### src/rtl/sine_rom_sequencer.sv
// -----------------------------------------------------------------------------
// sine_rom_sequencer
//
// Phase-accumulator address generator for an external synchronous sine ROM.
// While running, it issues one ROM read every max(sample_div,1) clock cycles.
// Each read presents the top ADDR_W bits of the phase accumulator as the ROM
// address and then advances the phase by tuning_word. A token follows every
// read through a ROM_LATENCY+1 stage shift register. When the token leaves the
// register, the returned ROM word is captured into 'sample' and 'sample_valid'
// pulses for that one cycle.
//
// When enable drops, the block stops issuing reads and drains. Every read that
// is still in flight still produces its sample. The block returns to idle only
// after all in-flight reads have completed.
//
// Parameters
//   ADDR_W      ROM address width
//   DATA_W      ROM word / sample width
//   PHASE_W     phase accumulator width (must be >= ADDR_W)
//   ROM_LATENCY cycles from rom_address change to valid rom_q (1..4)
//   DIV_W       sample-rate divider width
//
// Ports
//   clock        in   single rising-edge clock
//   reset_n      in   asynchronous active-low reset
//   enable       in   level request to run
//   tuning_word  in   phase increment per sample (sampled on each read tick)
//   sample_div   in   clock cycles per sample, 0 treated as 1 (sampled on tick)
//   rom_address  out  address to the synchronous ROM, held between reads
//   rom_q        in   ROM read data
//   sample       out  last captured ROM word, held between updates
//   sample_valid out  one-cycle pulse when sample updates
//   busy         out  high whenever the sequencer is not idle
// -----------------------------------------------------------------------------
module sine_rom_sequencer #(
    parameter int ADDR_W      = 10,
    parameter int DATA_W      = 16,
    parameter int PHASE_W     = 24,
    parameter int ROM_LATENCY = 2,
    parameter int DIV_W       = 16
) (
    input  logic               clock,
    input  logic               reset_n,
    input  logic               enable,
    input  logic [PHASE_W-1:0] tuning_word,
    input  logic [DIV_W-1:0]   sample_div,
    output logic [ADDR_W-1:0]  rom_address,
    input  logic [DATA_W-1:0]  rom_q,
    output logic [DATA_W-1:0]  sample,
    output logic               sample_valid,
    output logic               busy
);

    // One stage for the rom_address register plus the ROM's own latency.
    localparam int PIPE_D = ROM_LATENCY + 1;

    localparam logic [1:0] ST_IDLE  = 2'd0;
    localparam logic [1:0] ST_RUN   = 2'd1;
    localparam logic [1:0] ST_DRAIN = 2'd2;

    logic [1:0]         state;
    logic [1:0]         state_next;
    logic [PHASE_W-1:0] phase;
    logic [DIV_W-1:0]   div_cnt;
    logic [DIV_W-1:0]   div_reload;
    logic [PIPE_D-1:0]  token_pipe;
    logic               start;
    logic               read_tick;
    logic               in_flight;

    // A read happens on every RUN cycle that finds the divider at zero. The
    // cycle on which enable is seen low still counts as RUN. A tick that is
    // due on that cycle is issued before the FSM moves to DRAIN.
    assign start     = (state == ST_IDLE) && enable;
    assign read_tick = (state == ST_RUN) && (div_cnt == '0);
    assign in_flight = |token_pipe;
    assign busy      = (state != ST_IDLE);

    // sample_div of 0 behaves exactly like 1: reload 0, so a read every cycle.
    always_comb begin
        div_reload = '0;
        if (sample_div != '0) begin
            div_reload = sample_div - DIV_W'(1);
        end
    end

    // NOTE: every combinational output gets a default before the case so that
    // no path leaves it unassigned, which would otherwise infer a latch.
    always_comb begin
        state_next = state;
        case (state)
            ST_IDLE:  if (enable)     state_next = ST_RUN;
            ST_RUN:   if (!enable)    state_next = ST_DRAIN;
            // enable is deliberately ignored here: a drain always completes.
            ST_DRAIN: if (!in_flight) state_next = ST_IDLE;
            default:                  state_next = ST_IDLE;
        endcase
    end

    // NOTE: state registers use non-blocking assignments, so every always_ff
    // reads pre-edge values regardless of evaluation order.
    always_ff @(posedge clock or negedge reset_n) begin
        if (!reset_n) begin
            state <= ST_IDLE;
        end else begin
            state <= state_next;
        end
    end

    // Phase accumulator and divider. Entering RUN clears both, so the first
    // RUN cycle always ticks at phase 0. tuning_word and sample_div are only
    // looked at on a tick. A change part-way through a period therefore
    // cannot stretch or shorten the period that is already counting down.
    always_ff @(posedge clock or negedge reset_n) begin
        if (!reset_n) begin
            phase   <= '0;
            div_cnt <= '0;
        end else if (start) begin
            phase   <= '0;
            div_cnt <= '0;
        end else if (read_tick) begin
            phase   <= phase + tuning_word;  // natural modulo-2^PHASE_W wrap
            div_cnt <= div_reload;
        end else if ((state == ST_RUN) && (div_cnt != '0)) begin
            div_cnt <= div_cnt - DIV_W'(1);
        end
    end

    // Address register: changes only on a read tick, so the ROM sees a stable
    // address for the whole period.
    always_ff @(posedge clock or negedge reset_n) begin
        if (!reset_n) begin
            rom_address <= '0;
        end else if (read_tick) begin
            rom_address <= phase[PHASE_W-1 -: ADDR_W];
        end
    end

    // Token pipe: bit k set means a read issued k+1 edges ago is in flight.
    // Several bits may be set at once when the sample period is shorter than
    // the pipe. Reset clears it, so aborted reads never produce a sample.
    always_ff @(posedge clock or negedge reset_n) begin
        if (!reset_n) begin
            token_pipe <= '0;
        end else begin
            token_pipe <= {token_pipe[PIPE_D-2:0], read_tick};
        end
    end

    // Capture stage: the oldest token lines up with the ROM output for the
    // address it was issued with.
    always_ff @(posedge clock or negedge reset_n) begin
        if (!reset_n) begin
            sample       <= '0;
            sample_valid <= 1'b0;
        end else begin
            sample_valid <= token_pipe[PIPE_D-1];
            if (token_pipe[PIPE_D-1]) begin
                sample <= rom_q;
            end
        end
    end

endmodule

### config.mk
export PLATFORM = sky130hd
export DESIGN_NAME = sine_rom_sequencer
export DESIGN_NICKNAME = d
export VERILOG_FILES = /design/src/rtl/sine_rom_sequencer.sv
export SDC_FILE = /design/constraint.sdc
export NUM_CORES = 1
export LEC_CHECK = 0
export ABC_AREA = 1
export BUFFER_PORTS_ARGS = -buffer_cell sky130_fd_sc_hd__buf_2
export CAP_MARGIN = 10
export CORE_MARGIN = 10
export CORE_UTILIZATION = 45
export CTS_BUF_LIST = sky130_fd_sc_hd__clkbuf_4 sky130_fd_sc_hd__clkbuf_8 sky130_fd_sc_hd__clkbuf_16
export DETAILED_ROUTE_END_ITERATION = 12
export PLACE_DENSITY = 0.66
export RECOVER_POWER = 25
export SLEW_MARGIN = 0
export SYNTH_ARGS = -nofsm -noshare
export SYNTH_HDL_FRONTEND = slang
export SYNTH_SLANG_ARGS = --single-unit
### constraint.sdc
create_clock -name clock -period 4.26 [get_ports clock]
set_input_delay 0.426 -clock clock [delete_from_list [all_inputs] [get_ports clock]]
set_output_delay 0.426 -clock clock [all_outputs]
set_load 0.1 [all_outputs]
# ---- Yosys cells after proc, flatten, opt, wreduce, memory -nomap -nowiden
# Cells that the tools add are included.
dict set report op_classes {
  reduce_logical 12
  div 0
  shift 0
  multipliers 0
  order_cmp 0
  n_eq_ne 5
  n_addsub 3
  n_bitwise 0
  muxes 10
}
# operator count
set ops {}
lappend ops {{$mux 16} 4}
lappend ops {{$mux 24} 2}
lappend ops {{$reduce_bool 16->1} 2}
lappend ops {{$sub 16x1->16 const B} 2}
lappend ops {{$add 24x24->24} 1}
lappend ops {{$logic_not 16->1} 1}
lappend ops {{$mux 2} 3}
lappend ops {{$ne 2x2->1 const B} 3}
lappend ops {{$pmux 2 s3} 1}
lappend ops {{$reduce_bool 2->1} 2}
lappend ops {{$logic_and 1x1->1} 3}
lappend ops {{$reduce_and 3->1} 1}
lappend ops {{$reduce_bool 3->1} 1}
lappend ops {{$reduce_or 3->1} 1}
lappend ops {{$eq 2x1->1 const B} 1}
lappend ops {{$eq 2x2->1 const B} 1}
lappend ops {{$logic_not 2->1} 1}
dict set report word_totals {
  word_cells 37
  latch_bits 0
  mem_bits_ro 0
  reg_bits 72
  n_memories 0
  in_bits 59
  output_inout_bits 28
  mem_bits_rw 0
}

# ---- Depth between registers and ports, before layout
dict set report logic_depth {
  word_depth 5
  mapped_depth 13
  ltp_nobuf 13
}

# ---- Worst setup path before layout
# No wires, ideal clock.
dict set report synth_timing {
  path_kind {input to register}
  start {in tuning_word[0]}
  end {reg phase[12]}
  t_arrival_ns 1.795
  required_ns 4.143
  slack_ns 2.347
  path_buffers 0
  setup_time_ns 0.117
  path_stages 13
  path_cell_list {ha_1 inv_1 fa_1 inv_1 nand2_1 o21ai_1 nand2_1 nand2_1 nand2_1 nand2_1 nand2_1 nand3_1 nand2_1}
}
dict set report synth_between {
  elab_chain_cells 3
}
# item line
set synth_rtl {}
lappend synth_rtl {{start: declaration} 45} ;# input logic [PHASE_W-1:0] tuning_word,
lappend synth_rtl {{$add 24x24->24} 122} ;# phase <= phase + tuning_word;
lappend synth_rtl {{$mux 24} 121} ;# end else if (read_tick) begin
lappend synth_rtl {{$mux 24} 118} ;# end else if (start) begin
lappend synth_rtl {{end signal: assignment} 122}
lappend synth_rtl {{end: declaration} 63} ;# logic [PHASE_W-1:0] phase;
# Every way passes these cells. The select of a mux whose other input is x is not followed.
# A chain may end at the register's enable or synchronous reset.

# ---- Worst setup path in the final report
dict set report layout_timing {
  start {reg phase[0]}
  end {reg phase[16]}
}
dict set report layout_between {
  elab_chain_cells 3
}
# item line
set layout_rtl {}
lappend layout_rtl {{$add 24x24->24} 122}
lappend layout_rtl {{$mux 24} 121}
lappend layout_rtl {{$mux 24} 118}
# Every way passes these cells. The select of a mux whose other input is x is not followed.

==> impl_metrics.json <==
{
  "status": "finished with violations",
  "violations": "capacitance limit, slew limit",
  "worstSetupStartpointType": "flip-flop",
  "clock-sinks": 72,
  "synthesis_warnings": 0,
  "static-leakage-power_nw": 3.61,
  "grt_antenna_before_repair": 0,
  "vias": 5235,
  "ioPinCount": 87,
  "synth_top_area_share_pct": 33.2,
  "synth-edff-count": 0,
  "synthAdderAreaFrac_pct": 6.60,
  "slew-limit-headroom_pct": -21.5,
  "timing.max_cap.violations": 1,
  "dr.first_iter.drc_count": 481,
  "timing.final.setup_violations": 0,
  "netlist_top_cells_count": "311 x sky130_fd_sc_hd__nand2_1, 115 x sky130_fd_sc_hd__inv_1, 74 x sky130_fd_sc_hd__nor2_1",
  "synth-compound-area-share_pct": 5.65,
  "worst_clock_skew_ns": 0.0101,
  "synth-simple-area-share_pct": 38.6,
  "detailedPlacementHpwl_um": 11500,
  "worstSkewPairLatency_ns": 0.35,
  "wirelength_um": 14800,
  "std_cell_rows": 40,
  "holdCritPathClass": "input pin to flip-flop",
  "post_synth_mux_area_share_pct": 3.32,
  "area_delta_synth_final_pct": 14.9,
  "report.final.slew_viol_count": 73,
  "synth.distinct_cells": 39,
  "finish.net_count": 984,
  "worst-setup-path-type": "flip-flop to flip-flop",
  "flop_and_latch_count_out_of_synthesis": 72,
  "post_route_cells_drive_above_1_share_pct": 16.2,
  "tritoncts": "built",
  "post-synth-top-area-cell": "sky130_fd_sc_hd__dfrtp_1",
  "async_reset_ff_share_pct": 100,
  "post-place-cells": 1033,
  "timing_hold_violations_final": 0,
  "wl_per_cell_um": 14.1,
  "post_cts_resized": 0,
  "ctsHoldBuffers": 0,
  "fin_crit_sh_pct": 49.6,
  "max_slew.worst_pin.slew_ns": 1.82,
  "fin_crit_ns": 2.11,
  "portBuffers": 86,
  "syn_inst": 812,
  "core_um2": 11900,
  "main_combinational_cell_family_by_area_after_synthesis": "simple AND/OR/NAND/NOR gates",
  "antenna_violating_nets_post_route": 0,
  "timing.setup.tns_ns": 0,
  "wire_length_of_the_first_global_routing_pass_um": 24300,
  "grt_setup_unrepaired": "false",
  "syn-num-nets": 899,
  "grt_pass1_vias": 5095,
  "ir_worst_vdd_uv": 259,
  "grt_max_degree": 73,
  "grt_util_all_layers_pct": 17.9,
  "detailedRoute.firstPassIterationCount": 5,
  "timing.critical_path.to_type": "flip-flop",
  "globalplace.congestion": 0.948,
  "clock_tree.root_cell": "sky130_fd_sc_hd__clkbuf_16",
  "post_synth_main_area_contributors": "sky130_fd_sc_hd__dfrtp_1 33%, sky130_fd_sc_hd__nand2_1 22%, sky130_fd_sc_hd__inv_1 8.0%",
  "die_w_um": 130,
  "insertedDiodeCount": 0,
  "htree_num_levels": 3,
  "synth_flop_cell": "sky130_fd_sc_hd__dfrtp_1",
  "design.die.area_um2": 16800,
  "synth_seq_area_share_pct": 33.2,
  "power.density_nw_per_um2": 703,
  "fillCellCount": 1225,
  "drcViolationCount": 0,
  "tritoncts.num_buffers": 9,
  "post_dr_vias_cell": 4.99,
  "worst_ep_arrival_time_ns": 2.36,
  "fmaxAchievable_mhz": 473,
  "cts_post_setup_buffers_inserted": 0,
  "overflow": 0,
  "worst_setup_hold_path_clk_slew_ns": 0.07,
  "critical_path_required_ns": 4.51,
  "most_numerous_cell_in_the_yosys_netlist": "sky130_fd_sc_hd__nand2_1",
  "die_ht_um": 130,
  "initial_utilization_pct": 45.5,
  "crit_path_max_fanout": 4,
  "layout.cells.non_filler": 1049,
  "syn_avg_cell_area_um2": 6.68,
  "post_synth_xor_area_fraction_pct": 2.42,
  "netlist_area_um2": 5430,
  "cts-root-to-sink-buffers": 2
}
[layer usage]
layer / track usage [%] / up-vias / wire (um)
met5: 0 / - / 0
met2: 30.5 / 137 / 6890
met3: 3.85 / 23 / 873
met4: 5.75 / 0 / 255
li1: - / 2717 / -
met1: 22.2 / 2358 / 6740
[cells by family after synthesis]
kind of cell               count (synthesis)
muxes                                     16
adders and majority gates                 28
and+or+nand+nor                          493
AOI/OAI and AO/OA                         55
buffers and inverters                    133
xor gates and xnor gates                  15
DFF                                       72
[placed cells by master (no fill, tap or decap), drive strengths merged]
cell type / n
mux2: 16
nand4: 12
nand2: 312
buf: 85
o211ai: 2
dfrtp: 72
o21bai: 2
inv: 124
nor2: 88
clkinvlp: 3
a21oi: 19
ha: 27
nand3: 66
o31ai: 2
nor4: 1
xnor2: 5
o21ai: 25
nor3b: 1
o311ai: 1
clkbuf: 10
nand3b: 7
nor3: 5
clkinv: 1
a22oi: 1
xor2: 10
o22ai: 2
a22o: 1
fa: 1
or2: 1
[stage by stage]
stage | util [%] | hold slack, ns | cell area (um^2) | setup WS (ns) | power, mW
after global placement | 49.9 | 0.364 | 5950 | 2.07 | 3.63
after global routing | 52.3 | 0.288 | 6230 | 1.82 | 4.71
after CTS | 52.3 | 0.264 | 6230 | 2.17 | 4.40
final | 52.3 | 0.262 | 6230 | 2.15 | 4.38
after detailed placement | 49.9 | 0.361 | 5950 | 2.04 | 3.63
after floorplan | - | 0.130 | 5430 | 2.35 | 3.14
[worst paths after layout]
| kind | endpoint | startpoint | slack (ns) | cells past startpoint |
|---|---|---|---|---|
| setup / recovery | phase[16] | phase[0] | 2.15 | 13 |
| max in group asynchronous | phase[5] | reset_n | 2.61 | 1 |
| setup reg to reg | phase[16] | phase[0] | 2.15 | 13 |
| hold reg to reg | token_pipe[1] | token_pipe[0] | 0.37 | 0 |
| min in group asynchronous | phase[11] | reset_n | 0.55 | 1 |
| hold / removal | div_cnt[0] | sample_div[0] | 0.26 | 2 |
[final cells by class]
cell class                 count  area (um^2)  share of cell area [%]
clock buffer                   9          225                    3.61
inverter                     121          455                    7.31
sequential                    72         1800                    28.9
timing repair buffer          86          430                    6.91
multi-input combinational    607         3070                    49.3
clock inverter                 7         62.6                    1.00
tap                          147          184                    2.95
[report_power, final]
group          switching [mW]  internal, mW
clock                   0.346         0.407
combinational            1.84         0.671
sequential              0.187         0.928
[worst max-delay path, cell delays in order, from the launching register on]
cell and delay [ns]:
sky130_fd_sc_hd__dfrtp_1 0.35, sky130_fd_sc_hd__ha_1 0.22, sky130_fd_sc_hd__inv_1 0.07, sky130_fd_sc_hd__fa_1 0.36, sky130_fd_sc_hd__inv_1 0.14, sky130_fd_sc_hd__nand2_1 0.11
sky130_fd_sc_hd__o21ai_1 0.24, sky130_fd_sc_hd__nand2_1 0.08, sky130_fd_sc_hd__nand2_1 0.13, sky130_fd_sc_hd__nand2_1 0.09, sky130_fd_sc_hd__nand2_1 0.06, sky130_fd_sc_hd__nand2_1 0.05
sky130_fd_sc_hd__nand3_1 0.06, sky130_fd_sc_hd__nand2_1 0.05
[flip-flops by register name (all words and copies together) (netlist names)]
name,flops
rom_address,10
sample_valid,1
div_cnt,16
token_pipe,3
state,2
sample,16
phase,24
Note: power is estimated with default switching activity, not from simulation.
